$ cat config.mk
export PLATFORM = sky130hd
export DESIGN_NAME = z80_bus_responder
export DESIGN_NICKNAME = d
export VERILOG_FILES = /design/src/rtl/z80_bus_responder_pkg.sv /design/src/rtl/z80_bus_responder_irq_ctrl.sv /design/src/rtl/z80_bus_responder.sv
export SDC_FILE = /design/constraint.sdc
export NUM_CORES = 1
export LEC_CHECK = 0
export ABC_AREA = 1
export CAP_MARGIN = 5
export CORE_MARGIN = 2
export CORE_UTILIZATION = 45
export DETAILED_ROUTE_END_ITERATION = 6
export PLACE_DENSITY = 0.67
export SLEW_MARGIN = 20
export SYNTH_ARGS = -nofsm -noshare
export SYNTH_HDL_FRONTEND = slang
export SYNTH_SLANG_ARGS = --single-unit
$ cat constraint.sdc
create_clock -name wb_clk_i -period 2.8 [get_ports wb_clk_i]
set_input_delay 0.42 -clock wb_clk_i [delete_from_list [all_inputs] [get_ports wb_clk_i]]
set_output_delay 0.42 -clock wb_clk_i [all_outputs]
set_load 0.03 [all_outputs]
$ cat src/rtl/z80_bus_responder_pkg.sv
// Shared definitions for the Z80 bus responder: FSM states, I/O register
// offsets relative to IO_BASE, STATUS bit positions.
package z80_bus_responder_pkg;

    typedef enum logic [2:0] {
        ST_IDLE,
        ST_MRD,
        ST_MWR,
        ST_IORD,
        ST_IOWR,
        ST_INTA,
        ST_DONE
    } state_t;

    localparam logic [1:0] REG_VECTOR  = 2'd0;
    localparam logic [1:0] REG_STATUS  = 2'd1;
    localparam logic [1:0] REG_SCRATCH = 2'd2;
    localparam logic [7:0] REG_COUNT   = 8'd3;

    localparam int STATUS_IE     = 0;
    localparam int STATUS_PEND   = 1;
    localparam int STATUS_BUSERR = 7;

    // STATUS read value; unused bits read as zero.
    function automatic logic [7:0] status_byte(input logic bus_err, input logic pend,
                                               input logic ie);
        logic [7:0] s;
        s                = 8'h00;
        s[STATUS_BUSERR] = bus_err;
        s[STATUS_PEND]   = pend;
        s[STATUS_IE]     = ie;
        return s;
    endfunction

endpackage

$ cat src/rtl/z80_bus_responder_irq_ctrl.sv
// Interrupt requester: synchronises irq_i, turns its rising edge into a
// sticky PEND flag, and drives a registered /INT from PEND & IE.
module z80_irq_ctrl (
    input  logic wb_clk_i,
    input  logic rst_n,
    input  logic irq_i,
    input  logic ie_wr_i,
    input  logic ie_wdata_i,
    input  logic pend_clr_i,
    output logic ie_o,
    output logic pend_o,
    output logic int_n_o
);

    logic sync1_q, sync2_q, prev_q;
    logic pend_q, pend_d;
    logic ie_q, ie_d;
    logic int_n_q;
    logic rise;

    assign rise = sync2_q & ~prev_q;

    // A fresh edge wins over a clear arriving in the same cycle.
    always_comb begin
        pend_d = rise | (pend_q & ~pend_clr_i);
        ie_d   = ie_wr_i ? ie_wdata_i : ie_q;
    end

    // Two-flop synchroniser, edge history, PEND/IE and the /INT output.
    always_ff @(posedge wb_clk_i or negedge rst_n) begin
        if (!rst_n) begin
            sync1_q <= 1'b0;
            sync2_q <= 1'b0;
            prev_q  <= 1'b0;
            pend_q  <= 1'b0;
            ie_q    <= 1'b0;
            int_n_q <= 1'b1;
        end else begin
            sync1_q <= irq_i;
            sync2_q <= sync1_q;
            prev_q  <= sync2_q;
            pend_q  <= pend_d;
            ie_q    <= ie_d;
            int_n_q <= ~(pend_q & ie_q);
        end
    end

    assign ie_o    = ie_q;
    assign pend_o  = pend_q;
    assign int_n_o = int_n_q;

endmodule

$ cat src/rtl/z80_bus_responder.sv
// Target side of the Z80 bus: memory window on a ready/valid port with
// /WAIT stretching, three I/O registers, and the IM2 vector for INTA.
//
// state | meaning
// IDLE  | no cycle in progress, watching sampled strobes
// MRD   | memory read request outstanding, /WAIT held low
// MWR   | memory write request outstanding, /WAIT held low
// IORD  | I/O register value placed on the data bus
// IOWR  | I/O register written this cycle
// INTA  | interrupt vector placed on the data bus
// DONE  | response given, waiting for the CPU to end its cycle
module z80_bus_responder
    import z80_bus_responder_pkg::*;
#(
    parameter logic [15:0] MEM_BASE = 16'h0000,
    parameter int          MEM_AW   = 14,
    parameter logic [7:0]  IO_BASE  = 8'h10,
    parameter int          TIMEOUT  = 255
) (
    input  logic              wb_clk_i,
    input  logic              rst_n,
    input  logic [15:0]       a,
    input  logic [7:0]        d_in,
    output logic [7:0]        d_out,
    output logic              d_oe,
    input  logic              m1_n,
    input  logic              mreq_n,
    input  logic              iorq_n,
    input  logic              rd_n,
    input  logic              wr_n,
    input  logic              rfsh_n,
    output logic              wait_n,
    output logic              int_n,
    output logic [MEM_AW-1:0] mem_addr,
    output logic [7:0]        mem_wdata,
    output logic              mem_valid,
    output logic              mem_we,
    input  logic [7:0]        mem_rdata,
    input  logic              mem_ready,
    input  logic              irq_i,
    output logic              bus_err
);

    localparam logic [7:0] TO_LAST = 8'(TIMEOUT - 1);

    // Registered strobe samples, active high.
    logic mreq_q, iorq_q, rd_q, wr_q, m1_q, rfsh_q;
    logic [15:0] a_q;
    logic [7:0]  din_q;

    state_t state_q, state_d;
    logic [7:0]        d_out_q, d_out_d;
    logic              d_oe_q, d_oe_d;
    logic              wait_n_q, wait_n_d;
    logic              mem_valid_q, mem_valid_d;
    logic              mem_we_q, mem_we_d;
    logic [MEM_AW-1:0] mem_addr_q, mem_addr_d;
    logic [7:0]        mem_wdata_q, mem_wdata_d;
    logic [7:0]        cnt_q, cnt_d;
    logic              bus_err_q, bus_err_d;
    logic [7:0]        vector_q, vector_d;
    logic [7:0]        scratch_q, scratch_d;
    logic              inta_q, inta_d;

    logic       win_hit, io_hit, mem_cyc;
    logic [7:0] io_off, io_rdata;
    logic       ie, pend, ie_wr, pend_clr;

    assign win_hit = (a_q[15:MEM_AW] == MEM_BASE[15:MEM_AW]);
    assign io_off  = a_q[7:0] - IO_BASE;
    assign io_hit  = (io_off < REG_COUNT);
    assign mem_cyc = mreq_q & ~rfsh_q;

    // Sample the CPU pins once per clock; all decisions use these.
    always_ff @(posedge wb_clk_i or negedge rst_n) begin
        if (!rst_n) begin
            mreq_q <= 1'b0;
            iorq_q <= 1'b0;
            rd_q   <= 1'b0;
            wr_q   <= 1'b0;
            m1_q   <= 1'b0;
            rfsh_q <= 1'b0;
            a_q    <= 16'h0000;
            din_q  <= 8'h00;
        end else begin
            mreq_q <= ~mreq_n;
            iorq_q <= ~iorq_n;
            rd_q   <= ~rd_n;
            wr_q   <= ~wr_n;
            m1_q   <= ~m1_n;
            rfsh_q <= ~rfsh_n;
            a_q    <= a;
            din_q  <= d_in;
        end
    end

    // I/O register read mux.
    always_comb begin
        io_rdata = 8'h00;
        case (io_off[1:0])
            REG_VECTOR:  io_rdata = vector_q;
            REG_STATUS:  io_rdata = status_byte(bus_err_q, pend, ie);
            REG_SCRATCH: io_rdata = scratch_q;
            default:     io_rdata = 8'h00;
        endcase
    end

    // Next-state, bus outputs and register writes.
    always_comb begin
        state_d     = state_q;
        d_out_d     = d_out_q;
        d_oe_d      = d_oe_q;
        wait_n_d    = wait_n_q;
        mem_valid_d = mem_valid_q;
        mem_we_d    = mem_we_q;
        mem_addr_d  = mem_addr_q;
        mem_wdata_d = mem_wdata_q;
        cnt_d       = cnt_q;
        bus_err_d   = bus_err_q;
        vector_d    = vector_q;
        scratch_d   = scratch_q;
        inta_d      = inta_q;
        ie_wr       = 1'b0;
        pend_clr    = 1'b0;

        case (state_q)
            ST_IDLE: begin
                if (m1_q && iorq_q) begin
                    state_d = ST_INTA;
                    d_out_d = vector_q;
                    d_oe_d  = 1'b1;
                    inta_d  = 1'b1;
                end else if (iorq_q && rd_q && io_hit) begin
                    state_d = ST_IORD;
                    d_out_d = io_rdata;
                    d_oe_d  = 1'b1;
                end else if (iorq_q && wr_q && io_hit) begin
                    state_d = ST_IOWR;
                    case (io_off[1:0])
                        REG_VECTOR:  vector_d = din_q;
                        REG_STATUS: begin
                            ie_wr    = 1'b1;
                            pend_clr = din_q[STATUS_PEND];
                            if (din_q[STATUS_BUSERR]) bus_err_d = 1'b0;
                        end
                        REG_SCRATCH: scratch_d = din_q;
                        default: ;
                    endcase
                end else if (mem_cyc && rd_q && win_hit) begin
                    state_d     = ST_MRD;
                    mem_valid_d = 1'b1;
                    mem_we_d    = 1'b0;
                    wait_n_d    = 1'b0;
                    mem_addr_d  = a_q[MEM_AW-1:0];
                    cnt_d       = 8'h00;
                end else if (mem_cyc && wr_q && win_hit) begin
                    state_d     = ST_MWR;
                    mem_valid_d = 1'b1;
                    mem_we_d    = 1'b1;
                    wait_n_d    = 1'b0;
                    mem_addr_d  = a_q[MEM_AW-1:0];
                    mem_wdata_d = din_q;
                    cnt_d       = 8'h00;
                end
            end
            ST_MRD, ST_MWR: begin
                if (mem_ready) begin
                    state_d     = ST_DONE;
                    mem_valid_d = 1'b0;
                    mem_we_d    = 1'b0;
                    wait_n_d    = 1'b1;
                    if (state_q == ST_MRD) begin
                        d_out_d = mem_rdata;
                        d_oe_d  = 1'b1;
                    end
                end else if (cnt_q == TO_LAST) begin
                    // Give up on the backing memory so the CPU is not hung.
                    state_d     = ST_DONE;
                    mem_valid_d = 1'b0;
                    mem_we_d    = 1'b0;
                    wait_n_d    = 1'b1;
                    bus_err_d   = 1'b1;
                    if (state_q == ST_MRD) begin
                        d_out_d = 8'hFF;
                        d_oe_d  = 1'b1;
                    end
                end else begin
                    cnt_d = cnt_q + 8'd1;
                end
            end
            ST_IORD, ST_IOWR, ST_INTA: state_d = ST_DONE;
            ST_DONE: begin
                // Refresh MREQ is not part of the cycle being served.
                if (!rd_q && !wr_q && !iorq_q && !mem_cyc) begin
                    state_d  = ST_IDLE;
                    d_oe_d   = 1'b0;
                    inta_d   = 1'b0;
                    pend_clr = inta_q;
                end
            end
            default: state_d = ST_IDLE;
        endcase
    end

    // FSM and register state.
    always_ff @(posedge wb_clk_i or negedge rst_n) begin
        if (!rst_n) begin
            state_q     <= ST_IDLE;
            d_out_q     <= 8'h00;
            d_oe_q      <= 1'b0;
            wait_n_q    <= 1'b1;
            mem_valid_q <= 1'b0;
            mem_we_q    <= 1'b0;
            mem_addr_q  <= '0;
            mem_wdata_q <= 8'h00;
            cnt_q       <= 8'h00;
            bus_err_q   <= 1'b0;
            vector_q    <= 8'hFF;
            scratch_q   <= 8'h00;
            inta_q      <= 1'b0;
        end else begin
            state_q     <= state_d;
            d_out_q     <= d_out_d;
            d_oe_q      <= d_oe_d;
            wait_n_q    <= wait_n_d;
            mem_valid_q <= mem_valid_d;
            mem_we_q    <= mem_we_d;
            mem_addr_q  <= mem_addr_d;
            mem_wdata_q <= mem_wdata_d;
            cnt_q       <= cnt_d;
            bus_err_q   <= bus_err_d;
            vector_q    <= vector_d;
            scratch_q   <= scratch_d;
            inta_q      <= inta_d;
        end
    end

    z80_irq_ctrl u_irq (
        .wb_clk_i   (wb_clk_i),
        .rst_n      (rst_n),
        .irq_i      (irq_i),
        .ie_wr_i    (ie_wr),
        .ie_wdata_i (din_q[STATUS_IE]),
        .pend_clr_i (pend_clr),
        .ie_o       (ie),
        .pend_o     (pend),
        .int_n_o    (int_n)
    );

    assign d_out     = d_out_q;
    assign d_oe      = d_oe_q;
    assign wait_n    = wait_n_q;
    assign mem_valid = mem_valid_q;
    assign mem_we    = mem_we_q;
    assign mem_addr  = mem_addr_q;
    assign mem_wdata = mem_wdata_q;
    assign bus_err   = bus_err_q;

endmodule

==> results of run 1 <==
layout make-up:
type	instances	area, um2
Sequential cell	99	2490
Clock buffer	9	124
Multi-Input combinational cell	292	1490
Fill cell	830	3910
Tap cell	111	139
Timing Repair Buffer	78	788
Inverter	40	150
Clock inverter	7	58.8
path summary, 6_finish.rpt:
path / start / endpoint / depth (start not counted)
worst max-delay path: iorq_q / mem_wdata[0] / 8
worst min-delay path: rst_n / a_q[0] / 1
worst max register to register: iorq_q / mem_wdata[0] / 8
worst min register to register: u_irq.sync1_q / u_irq.sync2_q / 0
max in group asynchronous: rst_n / vector_q[6] / 2
min in group wb_clk_i: u_irq.sync1_q / u_irq.sync2_q / 0
metal layers:
metal	track usage, %	routed length, um	up-vias
li1	-	-	1561
met1	24.6	3980	1478
met2	28.9	4240	55
met3	4.58	271	12
met4	5.16	147	0
met5	0	0	-
power by group through the flow:
stage	Clock (uW)	Sequential, uW	Combinational, uW
after floorplan	0	2250	839
after global placement	0	1900	1790
after detailed placement	0	1910	1820
after CTS	884	1890	1820
after global routing	949	1920	1990
final	859	1890	1810
metrics by stage:
stage | total power (uW) | cells | hold slack, ns | area, um2
3_5_place_dp | 3730 | 620 | 0.353 | 5060
4_1_cts | 4590 | 636 | 0.0277 | 5240
6_report | 4550 | 636 | 0.0159 | 5240
3_3_place_gp | 3700 | 620 | 0.332 | 5060
5_1_grt | 4860 | 636 | 0.0382 | 5240
2_1_floorplan | 3090 | 441 | 0.124 | 4220
flip-flops by register name (all words and copies together) (netlist names), 3 cells and up:
signal / flops
mem_wdata: 8
vector_q: 8
state_q: 3
d_out: 8
din_q: 8
a_q: 16
mem_addr: 14
scratch_q: 8
cnt_q: 8
logic make-up (layout without fill, tap and decap cells):
logic type / count (synthesis) / count (layout) / share of synthesized area [%]
buf+inv: 50 / 134 / 5.58
simple gates: 213 / 213 / 22.9
xor+xnor: 5 / 5 / 1.04
fa+ha+maj: 2 / 2 / 0.593
flops: 99 / 99 / 59.1
compound gates: 72 / 72 / 10.9
placed cells by master, fill, tap and decap left out, types with 3 or more instances in the layout:
cell type	count
dfrtp_1	89
xnor2_1	3
o21ai_0	33
nand2_4	3
nor3_1	4
clkdlybuf4s50_1	76
inv_1	36
inv_2	4
dfstp_2	10
clkbuf_8	9
nand2_1	150
nand3_1	26
o21ai_1	9
a21oi_1	5
nor2_1	16
o21ai_2	21
==> results.cfg, run 1 <==
[status]
status = complete, no violations

[timing]
setup_ws_ns = 0.801
finalHoldViolCount = 0
setup-tns-final_ns = 0
worst_pin_slew_ns = 0.626
fin_crit_ns = 2.00
rsz0062_at_grt = no
drv_slew = 0
period_share_pct = 71.4
max_slew_margin_pct = 57.8
fmax_ghz = 0.500
fin_skew_ns = 0.0121
setup_viol_count_final = 0

[pwr]
pwr-share-clk_pct = 18.9
p_sw_uw = 1830
seq_power_share_pct = 41.4
peakVddDrop_mv = 0.370
internal-power_uw = 2720
power.leakage_uw = 0.00249
powerDensity_mw_per_mm2 = 869
combPwrFrac_pct = 39.7
sw_frac_of_total_pct = 40.3

[synthesis]
synth_nets = 485
synth_cell_type_count = 33
yosys_warnings = 0
seq_area_frac_synth_pct = 59.1
netlist_area_mm2 = 0.00422
ys_async_sr_fraction_pct = 100
yosys-top-cells-count = nand2_1, dfrtp_1, inv_1
ys_ff_latch = 99
synth_top_area_share_pct = 52.8
avgSynthCellArea_um2 = 9.56
yosysMostFrequentCell = nand2_1
yosysTopAreaCell = dfrtp_1
synth_edf_count = 0
yosys-top-cells-area = dfrtp_1, nand2_1, dfstp_2
synthCells = 441
ys_dominant_reg_cell = dfrtp_1

[clock_network]
postCtsHoldBufs = 0
cts_tree = done
cts_setup_buffers = 0
clkLatencyLatePin_ns = 0.36
htreeDepth = 3
cts_resized = 0
cts_sinks = 99
clockBufferDepth = 2
clk_pin_slew_ns = 0.10
cts-root-buf = clkbuf_8
cts_buffers = 9

[placement]
numPortBuffers = 77
gp_congestion = 0.855
pre_cts_slack_ns = 0.801
dp_hpwl_um = 6320

[cells_and_area]
syn2layout_area_growth_pct = 24.3
fin_util_pct = 57.3
drive_gt1_share_pct = 13.0
nets = 564
diodes = 0

[die]
initial_core_util_pct = 46.1
io_pins = 78
die_h_um = 101
die_area_mm2 = 0.0102
dieWidth_um = 101
rows = 35
core-area_mm2 = 0.00915

[worst_setup_path]
critPathArrivalTime_ns = 2.26
crit_slowest_cell = dfrtp_1
end_kind = register
cp.required_ns = 3.06
start_kind = register
crit_chain = nand2_1 -> inv_1 -> nor2_8 -> nand2_4 -> nor2_8 -> nand2_4 -> nand2_1 -> o21ai_2
worst-path-buf-inv = 1
critical_path_peak_fanout = 17
critPathTopFamily = simple AND/OR/NAND/NOR gates
rrSetupSlack_ns = 0.80
cpPeakStageDelay_ns = 0.42
critical_path_class = reg -> reg

[routing]
drt_first_pass_iters = 4
routedWlPerCell_um = 13.6
drtIter0Drc = 128
routed_wl_um = 8640
drc = 0
ant_nets = 0
via_per_inst = 4.88
num_vias = 3106

[job]
max-cap-violations = 0

[grt]
grt_pass1_vias = 2993
grt_usage_pct = 18.1
grt_max_degree = 63
overflow = 0
antenna_found_initial = 0
grt_pass1_wl_um = 14300

[worst_hold_path]
hp-class = in -> async
Note: power is estimated with default switching activity, not from simulation.
==> run 2: changes to the inputs <==
- PLACE_DENSITY: 0.67 -> 0.7
- clock period: 2.8 -> 1.7 ns (I/O delays scaled with it)
==> run 2 against run 1 <==
  * Worst hold slack improved by 0.30 ns
  * Register-to-register slack lost 0.70 ns
  * Clock power grew 66%
  * Sequential share of layout area is 2.0 points lower
  * Worst setup slack got worse by 0.77 ns
  * Via count grew 1.6%
  * First-iteration DRC count is 0.78% lower
  * Critical endpoint is now mem_addr[5]
==> results.cfg, run 2 (synthesized netlist as in run 1, its figures left out) <==
[cells_and_area]
nets = 583
largest_reg_flops = 16
fill_cells = 788
drive_gt1_share_pct = 17.1
syn2layout_area_growth_pct = 30.0
diodes = 0
final_cell_mix = nand2_1, dfrtp_1, clkdlybuf4s50_1
regMostFlops = a_q
layout_commonest_cell = nand2_1

[clock_network]
htreeDepth = 3
clk_pin_slew_ns = 0.11
cts-root-buf = clkbuf_8
clockBufferDepth = 2
clkLatencyLatePin_ns = 0.37
cts_sinks = 99
cts_tree = done
cts_buffers = 9

[die]
initial_core_util_pct = 46.1
rows = 35
io_pins = 78
die_h_um = 101
core-area_mm2 = 0.00915
dieWidth_um = 101
die_area_mm2 = 0.0102

[routing]
via_per_inst = 4.82
wl_met1_um = 3820
drc = 0
routedWlPerCell_um = 12.8
drtIter0Drc = 127
top_layer = met4
num_vias = 3157
routed_wl_um = 8410
wl_met3_um = 317
ant_nets = 0
drt_first_pass_iters = 7
dr_wl_met2_um = 4180

[worst_setup_path]
crit_slowest_cell = clkdlybuf4s50_1
critPathArrivalTime_ns = 1.41
rrSetupSlack_ns = 0.10
critical_path_class = reg -> out
start_kind = register
crit_chain = clkdlybuf4s50_1
worst-path-buf-inv = 1
cp.required_ns = 1.44
critPathTopFamily = buffers and inverters
critical_path_peak_fanout = 2
cpPeakStageDelay_ns = 0.70
end_kind = output pin

[grt]
grt_pass1_vias = 3016
grt_usage_pct = 17.7
grt_max_degree = 35
overflow = 0
antenna_found_initial = 0
grt_pass1_wl_um = 14100

[timing]
setup_viol_count_final = 0
max_slew_margin_pct = 72.9
fin_skew_ns = 0.0203
period_share_pct = 97.9
finalHoldViolCount = 0
fmax_ghz = 0.601
drv_slew = 0
setup-tns-final_ns = 0
fin_crit_ns = 1.66
worst_pin_slew_ns = 0.406

[pwr]
power.leakage_uw = 0.00284
p_total_uw = 7670
peakVddDrop_mv = 0.677
powerDensity_mw_per_mm2 = 1400

[placement]
numPortBuffers = 77
gp_congestion = 0.927
dp_hpwl_um = 6270

[worst_hold_path]
hp-class = in -> reg

[job]
max-cap-violations = 0

[status]
status = complete, no violations
run 2: stage by stage:
step / setup WS (ns) / instance area [um2] / utilization [%] / instances / hold WS, ns
6_report: 0.0357 / 5480 / 59.9 / 655 / 0.312
3_5_place_dp: 0.0459 / 5180 / 56.6 / 635 / 0.185
2_1_floorplan: 0.185 / 4220 / - / 441 / -0.0406
3_3_place_gp: 0.0791 / 5180 / 56.6 / 635 / 0.182
5_1_grt: -0.0135 / 5480 / 59.9 / 655 / 0.280
4_1_cts: 0.000277 / 5380 / 58.8 / 652 / 0.296
run 2: path summary, 6_finish.rpt:
| check | start | end | cells after the start |
|---|---|---|---|
| setup / recovery | mem_addr[5] | mem_addr[5] | 1 |
| hold / removal | d_in[4] | din_q[4] | 1 |
| setup reg to reg | state_q[1] | mem_wdata[0] | 8 |
| hold reg to reg | u_irq.sync1_q | u_irq.sync2_q | 0 |
| max in group asynchronous | rst_n | u_irq.int_n_o | 3 |
| min in group asynchronous | rst_n | a_q[15] | 2 |
run 2: layer usage:
| metal | global-route usage, % | up-vias |
|---|---|---|
| met1 | 23.7 | 1495 |
| li1 | - | 1597 |
| met2 | 28.8 | 57 |
| met3 | 4.79 | 8 |
| met5 | 0 | - |
| met4 | 4.43 | 0 |
run 2: repair_timing:
item,4_1_cts,5_1_grt
endpoints found under the hold margin,22,0
pin swaps,0,3
resized for setup,5,26
hold buffers,1,0
buffers inserted,0,3
setup endpoints to repair,5,65
run 2: power by group:
part / switching (uW) / leakage, uW / internal [uW]
clock: 832 / 0.000100 / 600
sequential: 281 / 0.00123 / 2800
combinational: 1920 / 0.00152 / 1250
total: 3030 / 0.00284 / 4640
run 2: cell type report:
class	count	area, um2	area share, %
Sequential cell	99	2490	45.5
Multi-Input combinational cell	292	1510	27.6
Timing Repair Buffer	97	992	18.1
Inverter	40	153	2.79
Tap cell	111	139	2.53
Clock buffer	10	138	2.51
Clock inverter	6	56.3	1.03
==> run 3: changes to the inputs <==
- clock period: 1.7 -> 1.5 ns (I/O delays scaled with it)
==> run 3 against run 2 <==
  * The flow now finishes with violations (setup timing)
  * Worst hold slack lost 0.037 ns
  * Routed wire length grew 20%
  * Combinational power is 40% higher
  * Core utilization is 6.5 points higher
  * First-iteration DRC count is 50% higher
  * Final cell count rose by 6.1%
  * Global-route usage increased by 1.8 points
  * Sequential share of layout area down 4.4 points
  * Power up 24%
  * Sequential power increased by 14%
  * Clock power up 11%
  * Critical endpoint is now cnt_q[1]
  * Highest routed layer unchanged
==> results.cfg, run 3 (synthesized netlist as in run 1, its figures left out) <==
[timing]
period_share_pct = 109
fmax_ghz = 0.612
drv_slew = 0
setup-tns-final_ns = -1.20
worst_pin_slew_ns = 0.398
finalHoldViolCount = 0
setup_viol_count_final = 35
fin_crit_ns = 1.63
max_slew_margin_pct = 73.5
rsz0062_at_grt = yes
fin_skew_ns = 0.0149
setup_ws_ns = -0.134

[die]
io_pins = 78
initial_core_util_pct = 46.1
rows = 35
core-area_mm2 = 0.00915
dieWidth_um = 101
die_area_mm2 = 0.0102
die_h_um = 101

[grt]
overflow = 0
grt_usage_pct = 19.5
grt_pass1_wl_um = 15400
antenna_found_initial = 0
grt_pass1_vias = 3307
grt_max_degree = 31

[routing]
drtIter0Drc = 191
via_per_inst = 5.03
num_vias = 3494
routedWlPerCell_um = 14.6
ant_nets = 0
routed_wl_um = 10100
drc = 0
drt_first_pass_iters = 4

[clock_network]
htreeDepth = 3
cts_buffers = 9
cts_sinks = 99
cts_tree = done
clockBufferDepth = 2
clkLatencyLatePin_ns = 0.37
cts-root-buf = clkbuf_8
clk_pin_slew_ns = 0.10

[pwr]
pwr-share-clk_pct = 16.7
peakVddDrop_mv = 0.788
powerDensity_mw_per_mm2 = 1570
seq_power_share_pct = 36.8
internal-power_uw = 5580
p_sw_uw = 3950
sw_frac_of_total_pct = 41.5
power.leakage_uw = 0.00296
combPwrFrac_pct = 46.5

[worst_hold_path]
hp-class = in -> reg

[worst_setup_path]
cp.required_ns = 1.77
critical_path_class = reg -> reg
end_kind = register
start_kind = register
critical_path_peak_fanout = 5
cpPeakStageDelay_ns = 0.47
critPathArrivalTime_ns = 1.90
crit_slowest_cell = dfrtp_2
worst-path-buf-inv = 3
crit_chain = inv_2 -> nand2_2 -> a21oi_4 -> nand3b_4 -> buf_4 -> buf_4 -> o21ai_0
cp_common_cell = buf_4
critPathTopFamily = compound AO/OA/AOI/OAI gates

[cells_and_area]
diodes = 0
layout_commonest_cell = nand2_1
nets = 623
final_cell_mix = nand2_1, dfrtp_1, buf_4
fill_cells = 706
multiInputGateArea_mm2 = 0.00183
drive_gt1_share_pct = 34.8
register_area_mm2 = 0.00249
fin_util_pct = 66.4
regMostFlops = a_q
largest_reg_flops = 16
syn2layout_area_growth_pct = 44.2

[placement]
gp_congestion = 0.806
numPortBuffers = 77
dp_hpwl_um = 6760

[status]
violations = setup timing
status = complete, but fails checks

[job]
max-cap-violations = 0
-- run 3: final cells by class --
class | count | share of cell area, %
Clock buffer | 10 | 2.10
Clock inverter | 6 | 0.823
Inverter | 40 | 2.96
Multi-Input combinational cell | 295 | 30.0
Sequential cell | 99 | 41.0
Tap cell | 111 | 2.28
Timing Repair Buffer | 131 | 20.2
Timing Repair inverter | 3 | 0.597
-- run 3: final timing paths --
kind	startpoint	end	slack, ns	cells past startpoint
min	a[13]	a_q[13]	0.27	1
max	state_q[1]	cnt_q[1]	-0.13	7
max reg2reg	state_q[1]	cnt_q[1]	-0.13	7
min in group asynchronous	rst_n	a_q[5]	0.32	2
max in group asynchronous	rst_n	mem_wdata[7]	0.61	3
min reg2reg	u_irq.sync1_q	u_irq.sync2_q	0.36	0
-- run 3: power by group through the flow --
| stage | combinational, uW | sequential (uW) | clock [uW] |
|---|---|---|---|
| global placement | 3790 | 3500 | 0 |
| global route | 4800 | 3560 | 1730 |
| detailed placement | 3880 | 3500 | 0 |
| floorplan | 1570 | 4200 | 0 |
| finish | 4430 | 3510 | 1590 |
| CTS | 3740 | 3450 | 1620 |
-- run 3: layer usage --
metal / routed length (um) / GRT usage, % / part of all wire [%]
met5: 0 / 0 / 0
met4: 166 / 4.74 / 1.6
met3: 392 / 4.65 / 3.9
met2: 5390 / 33.6 / 53
met1: 4190 / 24.8 / 41
-- run 3: timing repair --
| action | in CTS | in global routing |
|---|---|---|
| gates resized for setup | 50 | 116 |
| gates cloned | 1 | 5 |
| hold endpoints to repair | 20 | 0 |
| pin swaps | 5 | 22 |
| endpoints found under the setup margin | 93 | 64 |
| hold buffers | 1 | 0 |
| setup buffers | 4 | 7 |
-- run 3: per-stage QoR --
stage | cells | setup WS, ns | total power (uW) | hold WS [ns] | area [um2]
6_report | 695 | -0.134 | 9530 | 0.274 | 6080
5_1_grt | 695 | -0.170 | 10100 | 0.254 | 6080
4_1_cts | 683 | -0.0441 | 8820 | 0.262 | 5630
3_5_place_dp | 662 | -0.0934 | 7380 | 0.177 | 5410
3_3_place_gp | 662 | -0.0889 | 7280 | 0.178 | 5410
2_1_floorplan | 441 | 0.00735 | 5760 | -0.0706 | 4220
